### src/rtl/imm_ext_pkg.sv
// Shared definitions for the immediate extender: mode encodings.
// Stream entries are packed as {tag, data}, with data in the low bits.
package imm_ext_pkg;

    localparam logic [1:0] MODE_SIGN  = 2'b00;
    localparam logic [1:0] MODE_ZERO  = 2'b01;
    localparam logic [1:0] MODE_UPPER = 2'b10;
    localparam logic [1:0] MODE_SHL2  = 2'b11;

    localparam int CNT_W = 16;

endpackage

### src/rtl/imm_ext_core.sv
// Combinational immediate extender: (imm, mode) -> OUT_W-bit result.
module imm_ext_core
    import imm_ext_pkg::*;
#(
    parameter int IN_W  = 16,
    parameter int OUT_W = 32
) (
    input  logic [IN_W-1:0]  imm,
    input  logic [1:0]       mode,
    output logic [OUT_W-1:0] data
);

    logic [OUT_W-1:0] sext;
    logic [OUT_W-1:0] zext;

    assign sext = {{(OUT_W-IN_W){imm[IN_W-1]}}, imm};
    assign zext = {{(OUT_W-IN_W){1'b0}}, imm};

    always_comb begin
        data = sext;
        unique case (mode)
            MODE_SIGN:  data = sext;
            MODE_ZERO:  data = zext;
            MODE_UPPER: data = zext << (OUT_W-IN_W);
            MODE_SHL2:  data = sext << 2;
            default:    data = sext;
        endcase
    end

endmodule

### src/rtl/imm_extend_pipe.sv
// Pipelined immediate extender with output register and one-entry skid.
// Optional output transfer counter enabled by defining IMM_EXT_CNT_EN.
module imm_extend_pipe
    import imm_ext_pkg::*;
#(
    parameter int IN_W  = 16,
    parameter int OUT_W = 32,
    parameter int TAG_W = 5
) (
    input  logic             clk,
    input  logic             reset,
    input  logic             in_valid,
    output logic             in_ready,
    input  logic [IN_W-1:0]  in_imm,
    input  logic [1:0]       in_mode,
    input  logic [TAG_W-1:0] in_tag,
    output logic             out_valid,
    input  logic             out_ready,
    output logic [OUT_W-1:0] out_data,
    output logic [TAG_W-1:0] out_tag
`ifdef IMM_EXT_CNT_EN
    ,
    output logic [CNT_W-1:0] xfer_cnt
`endif
);

    // SHL2 needs two spare bits above the immediate to stay meaningful.
    if (OUT_W < IN_W + 2) begin : g_width_check
        $error("imm_extend_pipe: OUT_W must be at least IN_W+2");
    end

    typedef struct packed {
        logic [TAG_W-1:0] tag;
        logic [OUT_W-1:0] data;
    } entry_t;

    entry_t           in_ent;
    entry_t           or_q;
    entry_t           skid_q;
    logic             or_valid;
    logic             skid_valid;
    logic             accept;
    logic             or_free;
    logic [OUT_W-1:0] ext_data;

    imm_ext_core #(
        .IN_W  (IN_W),
        .OUT_W (OUT_W)
    ) u_core (
        .imm  (in_imm),
        .mode (in_mode),
        .data (ext_data)
    );

    assign in_ent    = '{tag: in_tag, data: ext_data};
    assign in_ready  = !skid_valid && !reset;
    assign accept    = in_valid && in_ready;
    assign or_free   = !or_valid || out_ready;

    assign out_valid = or_valid;
    assign out_data  = or_q.data;
    assign out_tag   = or_q.tag;

    // The skid only fills while the output register is stalled, so a full
    // skid implies no accept this cycle and it drains before new input.
    always_ff @(posedge clk) begin
        if (reset) begin
            or_valid   <= 1'b0;
            or_q       <= '0;
            skid_valid <= 1'b0;
            skid_q     <= '0;
        end else if (or_free) begin
            if (skid_valid) begin
                or_q       <= skid_q;
                or_valid   <= 1'b1;
                skid_valid <= 1'b0;
            end else begin
                or_valid <= accept;
                if (accept) or_q <= in_ent;
            end
        end else if (accept) begin
            skid_q     <= in_ent;
            skid_valid <= 1'b1;
        end
    end

`ifdef IMM_EXT_CNT_EN
    always_ff @(posedge clk) begin
        if (reset)                      xfer_cnt <= '0;
        else if (or_valid && out_ready) xfer_cnt <= xfer_cnt + 1'b1;
    end
`endif

endmodule

### config.mk
export PLATFORM = sky130hd
export DESIGN_NAME = imm_extend_pipe
export DESIGN_NICKNAME = d
export VERILOG_FILES = /design/src/rtl/imm_ext_pkg.sv /design/src/rtl/imm_ext_core.sv /design/src/rtl/imm_extend_pipe.sv
export SDC_FILE = /design/constraint.sdc
export NUM_CORES = 1
export LEC_CHECK = 0
export BUFFER_PORTS_ARGS = -buffer_cell sky130_fd_sc_hd__buf_2
export CAP_MARGIN = 25
export CORE_MARGIN = 4
export CORE_UTILIZATION = 45
export CTS_BUF_LIST = sky130_fd_sc_hd__clkbuf_4
export DETAILED_ROUTE_END_ITERATION = 16
export GPL_ROUTABILITY_DRIVEN = 0
export PLACE_DENSITY = 0.67
export SETUP_SLACK_MARGIN = 0.15
export SLEW_MARGIN = 0
export SYNTH_ARGS = -nofsm -noshare
export SYNTH_HDL_FRONTEND = slang
export SYNTH_SLANG_ARGS = --single-unit
### constraint.sdc
create_clock -name clk -period 1.6 [get_ports clk]
set_input_delay 0.16 -clock clk [delete_from_list [all_inputs] [get_ports clk]]
set_output_delay 0.16 -clock clk [all_outputs]
set_load 0.01 [all_outputs]
==> flow_summary.json <==
{
  "post_cts_buffers": 0,
  "cpPeakStageDelay_ns": 0.38,
  "yosysWarnings": 0,
  "reg2regPathDepth": 5,
  "cp.required_ns": 1.91,
  "rrSetupSlack_ns": 0.26,
  "grt_pass1_wl_um": 13400,
  "grt_use_total_pct": 19.1,
  "synth-async-reset-ratio_pct": 0,
  "hp-class": "input pin to register",
  "yosysMostFrequentCell": "dfxtp_1",
  "period_share_pct": 83.6,
  "status": "finished clean",
  "worstMarginPinSlew_ns": 0.480,
  "path_cells": "buf_6 > inv_1 > buf_4 > nor2_1 > o41ai_1",
  "cts_buffers": 9,
  "yosys_most_used_dff": "dfxtp_1",
  "hold_viol_final": 0,
  "grt_max_degree": 75,
  "synth_top_cell_area_share_pct": 46.2,
  "irDropWorstVdd_mv": 0.465,
  "synthDistinctLibCells": 37,
  "routed_wl_um": 8400,
  "cts_buffer_depth": 2,
  "critPathMaxFanout": 19,
  "ctsHtreeMaxLevel": 3,
  "dp.final_hpwl_um": 5310,
  "fin_skew_ns": 0.0128,
  "p_per_area_nw_per_um2": 898,
  "io_pins": 66,
  "min_from": "reset",
  "path_clk_slew_ns": 0.12,
  "dr.first_iter.drc_count": 121,
  "rows": 30,
  "rsz0062_at_grt": "yes",
  "maxSlewHeadroom_pct": 68.0,
  "yosys-top-cells-count": "76 x dfxtp_1, 57 x nor2_1, 34 x a211oi_1",
  "synth_top_area_cell": "dfxtp_1",
  "die_y_um": 93.5,
  "seq_area_frac_synth_pct": 46.2,
  "synth-edff-count": 0,
  "r2r-end": "out_data[21]",
  "core-area_um2": 6940,
  "tns_ns": 0,
  "syn_inst": 378,
  "nets": 464,
  "synth-seq-cells": 76,
  "maxCapViolations": 0,
  "grt_pass1_vias": 2660,
  "drt_first_pass_iters": 4,
  "clock_latency_ns": 0.41,
  "via_count": 3003,
  "route.detailed.drc": 0,
  "r2r_start": "skid_valid",
  "syn2layout_area_growth_pct": 19.1,
  "ant_nets": 0,
  "slew_violations": 0,
  "whs_path_depth": 2,
  "setup_ws_ns": 0.263,
  "cp-end-kind": "register",
  "dieArea_um2": 8750,
  "layout_min_cycle_time_ns": 1.34,
  "root_buffer": "clkbuf_4",
  "final_layout_size_suffix_gt1_share_pct": 24.3,
  "wl_per_cell_um": 15.6,
  "setup-violations-final": 0,
  "io_buffers": 65,
  "tritoncts": "yes",
  "setup.worst_path.class": "register to register",
  "hold_path_end": "out_valid",
  "synth.area.top_cells": "dfxtp_1 46%, a211oi_1 7.8%, nor2_1 6.5%",
  "post-place-ws_ns": 0.0205,
  "crit_arrival_ns": 1.64,
  "antenna_found_initial": 0,
  "via_per_inst": 5.59,
  "start_kind": "register",
  "fmax_ghz": 0.748,
  "p_leak_uw": 0.00154,
  "clock-sinks": 76,
  "die_width_um": 93.5,
  "slowest_stage": "dfxtp_2",
  "netlist_area_um2": 3290,
  "start_util_pct": 47.4,
  "insertedDiodeCount": 0,
  "synthesis.nets": 405,
  "avgSynthCellArea_um2": 8.71,
  "grt-ovfl-total": 0
}
==> worst max-delay path: cells and delay by family (launching register included) <==
kind | cells | cell delay (ns)
flip-flops | 1 | 0.38
AO/OA/AOI/OAI | 1 | 0.25
AND/OR/NAND/NOR | 1 | 0.08
buffers and inverters | 3 | 0.51
==> per-stage QoR <==
stage | hold slack (ns) | cells | utilization (%) | total power, µW | cell area, µm²
5_1_grt | 0.0243 | 537 | 56.5 | 3700 | 3920
2_1_floorplan | 0.296 | 378 | - | 2380 | 3290
3_3_place_gp | 0.414 | 515 | 53.1 | 2570 | 3690
3_5_place_dp | 0.419 | 515 | 53.1 | 2580 | 3690
6_report | 0.0542 | 537 | 56.5 | 3520 | 3920
4_1_cts | 0.0166 | 535 | 55.3 | 3520 | 3840
==> registers in the layout, summed over array words and instances (netlist names) <==
name        flops
out_tag         5
skid_q         37
out_data       32
skid_valid      1
out_valid       1
==> final cells by class <==
cell class	instances	area [µm²]
Fill cell	654	3020
Multi-Input combinational cell	263	1600
Sequential cell	76	1520
Timing Repair Buffer	84	569
Tap cell	96	120
Clock buffer	9	67.6
Clock inverter	6	32.5
Inverter	3	11.3
==> power by group <==
part           internal, µW  switching (µW)
sequential             1970            39.9
combinational           227             319
clock                   295             666
total                  2500            1020
==> layout by cell type, fill, tap and decap left out, types with 7 or more instances in the layout <==
cell      instances
a211oi_1         34
a21oi_1          25
a22o_1           14
a22oi_1          14
buf_2            65
buf_4             7
clkbuf_4          9
dfxtp_1          75
nand2_1          31
nand3b_1         14
nor2_1           56
nor3_1           17
o21ai_0          13
o41ai_1          11
==> kinds of logic (layout without fill, tap and decap cells) <==
logic type / after synthesis / in the layout / share of synthesized area (%)
buffers and inverters: 39 / 102 / 6.31
AND/OR/NAND/NOR: 134 / 134 / 18.9
XOR/XNOR: 1 / 1 / 0.266
AO/OA/AOI/OAI: 122 / 122 / 26.5
multiplexers: 6 / 6 / 1.82
flip-flops: 76 / 76 / 46.2
==> how the worst max path moves through the flow <==
| stage | from | to | slack (ns) | depth (start not counted) |
|---|---|---|---|---|
| global route | out_valid | skid_q[6] | 0.15 | 5 |
| global placement | out_ready | out_data[9] | 0.09 | 5 |
| detailed placement | out_valid | out_data[9] | 0.02 | 4 |
| CTS | out_valid | skid_q[4] | 0.17 | 5 |
| finish | skid_valid | out_data[21] | 0.26 | 5 |
| floorplan | out_valid | skid_q[10] | 0.30 | 6 |
==> per-layer routing <==
metal / up-vias / track usage (%) / wire length, µm
li1: 1494 / - / -
met1: 1423 / 27.3 / 4050
met2: 79 / 28.2 / 3840
met3: 7 / 3.86 / 445
met4: 0 / 6.86 / 70
met5: - / 0 / 0
==> what timing repair did <==
item | 4_1_cts | 5_1_grt
cloned | 0 | 2
hold endpoints to repair | 5 | 0
setup endpoints to repair | 14 | 62
gates resized for setup | 1 | 8
hold buffers | 5 | 0
Power figures use the tool's default switching activity.
